## src/rtl/vm_change_dispenser.sv

```systemverilog
// vm_change_dispenser: pays out change one coin at a time from a two-tube hopper.
// Ports: clk, rst (async active-low); change/change_vld request; coin_drop ack;
//        fault_clr; refill_5/refill_10; eject_5/eject_10 strobes; busy, done,
//        fault, fault_code[1:0]; stock_5/stock_10 tube counts.
module vm_change_dispenser #(
    parameter int EJECT_CYCLES   = 2,
    parameter int TIMEOUT_CYCLES = 8,
    parameter int STOCK_W        = 4,
    parameter int INIT_5         = 4,
    parameter int INIT_10        = 2
) (
    input  logic               clk,
    input  logic               rst,
    input  logic [1:0]         change,
    input  logic               change_vld,
    input  logic               coin_drop,
    input  logic               fault_clr,
    input  logic               refill_5,
    input  logic               refill_10,
    output logic               eject_5,
    output logic               eject_10,
    output logic               busy,
    output logic               done,
    output logic               fault,
    output logic [1:0]         fault_code,
    output logic [STOCK_W-1:0] stock_5,
    output logic [STOCK_W-1:0] stock_10
);

    typedef enum logic [2:0] {
        S_IDLE,
        S_CHECK,
        S_EJECT,
        S_WAIT,
        S_DONE,
        S_FAULT
    } state_t;

    localparam int CNT_MAX =
        (EJECT_CYCLES > TIMEOUT_CYCLES) ? EJECT_CYCLES : TIMEOUT_CYCLES;
    localparam int CW = $clog2(CNT_MAX + 1);
    localparam logic [STOCK_W-1:0] SMAX = {STOCK_W{1'b1}};

    state_t        state;
    logic [1:0]    rem;
    logic          sel10;
    logic [CW-1:0] cnt;
    logic          dec5;
    logic          dec10;

    // A coin is consumed from its tube in the cycle its drop is acknowledged.
    always_comb begin
        dec5  = 1'b0;
        dec10 = 1'b0;
        if (state == S_WAIT && coin_drop) begin
            dec5  = !sel10;
            dec10 = sel10;
        end
    end

    // Refill and consume in the same cycle cancel out.
    function automatic logic [STOCK_W-1:0] nxt_stock(
        input logic [STOCK_W-1:0] cur,
        input logic               inc,
        input logic               dec
    );
        if (inc && !dec)
            return (cur == SMAX) ? cur : cur + 1'b1;
        else if (dec && !inc && cur != '0)
            return cur - 1'b1;
        else
            return cur;
    endfunction

    always_ff @(posedge clk or negedge rst) begin
        if (!rst) begin
            state      <= S_IDLE;
            rem        <= 2'b00;
            sel10      <= 1'b0;
            cnt        <= '0;
            eject_5    <= 1'b0;
            eject_10   <= 1'b0;
            busy       <= 1'b0;
            done       <= 1'b0;
            fault      <= 1'b0;
            fault_code <= 2'b00;
            stock_5    <= STOCK_W'(INIT_5);
            stock_10   <= STOCK_W'(INIT_10);
        end else begin
            stock_5  <= nxt_stock(stock_5, refill_5, dec5);
            stock_10 <= nxt_stock(stock_10, refill_10, dec10);
            unique case (state)
                S_IDLE: begin
                    done <= 1'b0;
                    if (change_vld) begin
                        if (change != 2'b00) begin
                            rem   <= change;
                            busy  <= 1'b1;
                            state <= S_CHECK;
                        end else begin
                            done <= 1'b1;
                        end
                    end
                end
                S_CHECK: begin
                    cnt <= '0;
                    if (rem == 2'b00) begin
                        done  <= 1'b1;
                        state <= S_DONE;
                    end else if (rem[1] && stock_10 != '0) begin
                        sel10    <= 1'b1;
                        eject_10 <= 1'b1;
                        state    <= S_EJECT;
                    end else if (stock_5 != '0) begin
                        // also covers paying a 10 as 5+5 when the 10 tube is empty
                        sel10   <= 1'b0;
                        eject_5 <= 1'b1;
                        state   <= S_EJECT;
                    end else begin
                        fault      <= 1'b1;
                        fault_code <= 2'b10;
                        state      <= S_FAULT;
                    end
                end
                S_EJECT: begin
                    if (cnt == CW'(EJECT_CYCLES - 1)) begin
                        eject_5  <= 1'b0;
                        eject_10 <= 1'b0;
                        cnt      <= '0;
                        state    <= S_WAIT;
                    end else begin
                        cnt <= cnt + 1'b1;
                    end
                end
                S_WAIT: begin
                    if (coin_drop) begin
                        rem   <= rem - (sel10 ? 2'd2 : 2'd1);
                        state <= S_CHECK;
                    end else if (cnt == CW'(TIMEOUT_CYCLES - 1)) begin
                        fault      <= 1'b1;
                        fault_code <= 2'b01;
                        state      <= S_FAULT;
                    end else begin
                        cnt <= cnt + 1'b1;
                    end
                end
                S_DONE: begin
                    done  <= 1'b0;
                    busy  <= 1'b0;
                    state <= S_IDLE;
                end
                S_FAULT: begin
                    if (fault_clr) begin
                        fault      <= 1'b0;
                        fault_code <= 2'b00;
                        rem        <= 2'b00;
                        busy       <= 1'b0;
                        state      <= S_IDLE;
                    end
                end
                default: state <= S_IDLE;
            endcase
        end
    end

endmodule

```

## config.mk

```make
export PLATFORM = sky130hd
export DESIGN_NAME = vm_change_dispenser
export DESIGN_NICKNAME = d
export VERILOG_FILES = /design/src/rtl/vm_change_dispenser.sv
export SDC_FILE = /design/constraint.sdc
export NUM_CORES = 1
export LEC_CHECK = 0
export ABC_AREA = 1
export CORE_UTILIZATION = 58
export DETAILED_ROUTE_END_ITERATION = 10
export PLACE_DENSITY_LB_ADDON = 0.3
export SLEW_MARGIN = 0
export SYNTH_ARGS = -nofsm -noshare
export SYNTH_HDL_FRONTEND = slang
export SYNTH_SLANG_ARGS = --single-unit
```

## constraint.sdc

```tcl
create_clock -name clk -period 4.3 [get_ports clk]
set_input_delay 0.43 -clock clk [delete_from_list [all_inputs] [get_ports clk]]
set_output_delay 0.43 -clock clk [all_outputs]
set_load 0.1 [all_outputs]
```

=== After elaboration in Yosys (flattened, before gate mapping) ===
Cells that the tools add are included.

* Register bits after elaboration: 25
* Bits of input ports: 9
* Logic and storage cells: 141

* Add/subtract/negate cells: 6
* Equal/unequal tests: 26
* Multiplexer cells: 58
* Bitwise logic cells: 1
* Reductions and logical operators: 38

{| class="wikitable"
|+ Operators by type and width
! operator !! count
|-
| $mux 4 || 9
|-
| $ne 2x2->1 const B || 15
|-
| $mux 3 || 9
|-
| $mux 1 || 21
|-
| $mux 2 || 10
|-
| $pmux 3 s5 || 1
|-
| $reduce_and 5->1 || 3
|-
| $reduce_bool 3->1 || 5
|-
| $add 4x1->4 const B || 3
|-
| $pmux 2 s3 || 2
|-
| $pmux 4 s3 || 1
|-
| $reduce_bool 2->1 || 5
|-
| $pmux 1 s3 || 3
|-
| $eq 4x4->1 const B || 2
|-
| $logic_and 1x1->1 || 8
|-
| $reduce_and 4->1 || 2
|-
| $reduce_bool 4->1 || 2
|-
| $sub 4x1->4 const B || 2
|-
| $reduce_and 7->1 || 1
|-
| $eq 3x2->1 const B || 2
|-
| $eq 3x3->1 const B || 2
|-
| $reduce_and 2->1 || 3
|-
| $reduce_and 3->1 || 2
|-
| $logic_not 1->1 || 5
|-
| other kinds (10) || 11
|}

=== Depth between registers and ports, before layout ===
* Depth in word-level cells: 7
* Gate-level depth with buffers: 14

=== Least setup slack after synthesis ===
Ideal clock, no wire load.

* Path type: register to register
* Start point: reg stock_10[2]
* End point: reg stock_10[3]
* Setup time: 122 ps
* Arrival time: 1898 ps
* Required time: 4178 ps
* Setup slack: 2280 ps
* Cell stages (with the launch flop): 10
* Buffers on the path: 0
* Clock period less this slack: 2020 ps
* Path through: dfrtp_1 -> ha_1 -> nand2_1 -> nand2_1 -> a21oi_1 -> inv_1 -> nand2_1 -> nand3_1 -> nand2_1 -> nand2_1

* Word-level cells in the longest chain between the ends: 4
* Elaborated cells on any way between the ends: 11
* Classes of those cells: 2 x add/sub; 2 x eq/ne; 3 x mux; 4 x reduce/logical

{| class="wikitable"
|+ RTL lines
! element !! RTL line !! RTL
|-
| start: declaration || 27 || <nowiki>output logic [STOCK_W-1:0] stock_10</nowiki>
|-
| start signal: assignment || 88 || <nowiki>stock_10 <= STOCK_W'(INIT_10);</nowiki>
|-
| start signal: assignment || 91 || <nowiki>stock_10 <= nxt_stock(stock_10, refill_10, dec10);</nowiki>
|-
| branches (longest 4 deep; another with $sub 4x1->4) || - ||
|}

Parallel ways; which one is timed is not known. The select of a mux whose other input is x is not followed.
A chain may end at the register's enable or synchronous reset.

=== Worst setup path in the final report ===
* Start point: reg stock_10[1]
* End point: out stock_10[1]

No word-level cell between the ends.

==> impl_metrics.csv <==
group,metric,value,unit
placed_design,pre_cts_slack,1950,ps
cts,h-tree-depth,1,
run,max_cap_viol_count,0,
final_layout,n_antenna_cell,0,
route,vias_per_cell,5.28,
timing,hold_violations,0,
cts,cts.hold.buffers_added,0,
setup_path,cp-end-kind,"output pin",
status,violations,"design-rule violations",
timing,setup_viol,0,
cts,cts_sinks,25,
route,routed_wirelength,3390,um
setup_path,crit_chain,"clkdlybuf4s50_1",
synthesis,synth_xor_area_share,2.52,%
die,row_count,19,
die,die-area,0.00322,mm2
timing,worstMarginPinSlew,1080,ps
route,ant_nets,0,
setup_path,reg2reg_to,"stock_10[3]",
synthesis,yosysTopAreaCell,"dfrtp_1",
synthesis,synth_seq_cells,25,
timing,holdWs,485,ps
route,drc,14,
placed_design,gp_congestion,0.929,
global_routing,grt_max_degree,26,
timing,relSlewSlack,27.8,%
route,wire_per_inst,11.7,um
synthesis,yosys_warnings,0,
global_routing,antenna_found_initial,0,
synthesis,syn_avg_cell_area,7.43,um2
hold_path,hold_depth,2,
final_layout,mostFrequentLayoutCells,"nand2_1 (72), inv_1 (31), dfrtp_1 (23), clkdlybuf4s50_1 (23), nand3_1 (20)",
setup_path,rrSetupSlack,2200,ps
die,core,0.00281,mm2
setup_path,cpLargestDelayFamily,"buffers and inverters",
hold_path,hold-path-endpoint,"fault_code[1]",
cts,cts_buffer_depth,2,
synthesis,synthMuxAreaShare,0,%
synthesis,syn_inst,234,
die,die_h,56.7,um
timing,post-route-min-period,2530,ps
placed_design,post-dp-hpwl,2710,um
die,die_x,56.7,um
synthesis,synth_top_family_by_area,"simple AND/OR/NAND/NOR gates",
status,status,"complete, but fails checks",
final_layout,drive_gt1_share,11.6,%
synthesis,postSynthNetCount,252,
cts,cts_resized,0,
timing,slew_violations,0,
synthesis,netlist_area,0.00174,mm2
route,vias,1530,
setup_path,slowest_stage,"clkdlybuf4s50_1",
timing,layout_setup_ws,1770,ps
route,drtPass1Iterations,7,
cts,clock_latency,320,ps
cts,clkTransAtPathRegs,140,ps
hold_path,hp-start,"fault_code[1]",
global_routing,overflow,0,
setup_path,cp-start-kind,"register",
synthesis,synth_compound_area_share,7.49,%
setup_path,crit_type,"reg -> out",
global_routing,grt_pass1_vias,1389,
setup_path,r2r-start,"state[0]",
synthesis,yosysSeqAreaShare,36.1,%
synthesis,synthAdderAreaFrac,7.34,%
die,initial_core_util,62.0,%
timing,rsz0062_at_grt,"false",
setup_path,crit_arrival,2100,ps
die,io_pins,24,
timing,fmax,0.396,GHz
setup_path,critPathBufInv,1,
timing,finalSetupTns,0,ps
final_layout,fin_nets,278,
synthesis,synthSimpleGateAreaFrac,37.9,%
cts,numCtsBuffers,3,
final_layout,synthToLayoutAreaGrowth,15.8,%
final_layout,final.fill_count,245,
placed_design,io_buffers,23,
cts,root_buffer,"clkbuf_4",
setup_path,cp.required,3870,ps
final_layout,layout_commonest_cell,"nand2_1",
route,drt_iter0_drc,79,
timing,skew,9.40,ps
synthesis,ys_types,30,
setup_path,r2r_cells,13,
synthesis,synth_top_area_share,33.1,%
global_routing,grt_pass1_wl,5750,um
cts,cts_tree,"yes",
timing,post-route-period-util,58.8,%
synthesis,synth_area_leaders,"dfrtp_1 (33%), nand2_1 (16%), inv_1 (6.7%)",
global_routing,grt.total_usage,22.7,%
setup_path,max_stage_delay,1150,ps
cts,cts_setup_buffers,0,
hold_path,hold_path_class,"reg -> reg",
setup_path,crit_path_max_fanout,6,
==> flip-flops by register name, summed over array words and instances (netlist names) <==
register	cells
cnt	4
stock_10	4
stock_5	4
state	3
fault_code	2
rem	2
busy	1
done	1
eject_10	1
eject_5	1
fault	1
sel10	1
==> worst max-delay path by stage <==
stage	start	endpoint	slack, ps	cells after the start
2_1_floorplan	stock_10[2]	stock_10[3]	2280	9
3_5_place_dp	coin_drop	stock_10[3]	1950	12
3_3_place_gp	coin_drop	stock_10[3]	2000	12
5_1_grt	stock_10[1]	stock_10[1]	1720	1
4_1_cts	stock_10[1]	stock_10[1]	1770	1
6_report	stock_10[1]	stock_10[1]	1770	1
==> metal layers <==
| layer | GRT usage (%) | part of all wire [%] | vias to the layer above |
|---|---|---|---|
| met4 | 9.06 | 1.0 | 0 |
| met1 | 30.8 | 49 | 700 |
| li1 | - | - | 803 |
| met2 | 37.1 | 47 | 23 |
| met5 | 0 | 0 | - |
| met3 | 2.53 | 3.2 | 4 |
==> Yosys cell counts <==
master,instances
fa_1,2
xor2_1,4
o21a_1,1
o22ai_1,2
nand3b_1,2
a22oi_1,2
nor2_1,16
o211ai_1,1
o21ai_1,2
dfstp_2,2
nand4_1,7
nor3_2,1
dfrtp_1,23
o21ai_2,1
inv_2,3
a21o_1,1
nor2_2,5
inv_1,31
buf_6,2
a31oi_1,1
nand3b_4,1
nand3_1,20
ha_1,7
nand3_2,3
nand2_1,72
o21ai_0,4
a21oi_1,7
nand2_2,7
nor2_4,3
xnor2_1,1
==> per-stage QoR <==
stage               utilization (%)  cell area, um2  instances
floorplan                         -            1740        234
global placement               70.7            1980        286
CTS                            71.7            2010        290
global route                   71.7            2010        290
detailed placement             70.7            1980        286
finish                         71.7            2010        290
==> worst min-delay path, delay by kind of cell (launching register included) <==
family | cells | cell delay (ps)
flops | 1 | 370
simple gates | 2 | 90
==> layout make-up <==
type	count	area, um2	share of cell area [%]
clock buffers	3	22.5	1.12
clock inverters	1	5.00	0.249
inverters	34	128	6.34
multi-input cells	173	960	47.7
flip-flops and latches	25	628	31.2
well taps	31	38.8	1.93
repair buffers	23	230	11.4
==> cells by family after synthesis <==
logic type	count (synthesis)
adder cells (fa/ha/maj)	9
AND/OR/NAND/NOR	137
flip-flops	25
XOR/XNOR	5
AO/OA/AOI/OAI	22
buffers and inverters	36
Power is not shown: default switching activity piles up to over one toggle a cycle in this logic, so the estimate is an artifact.
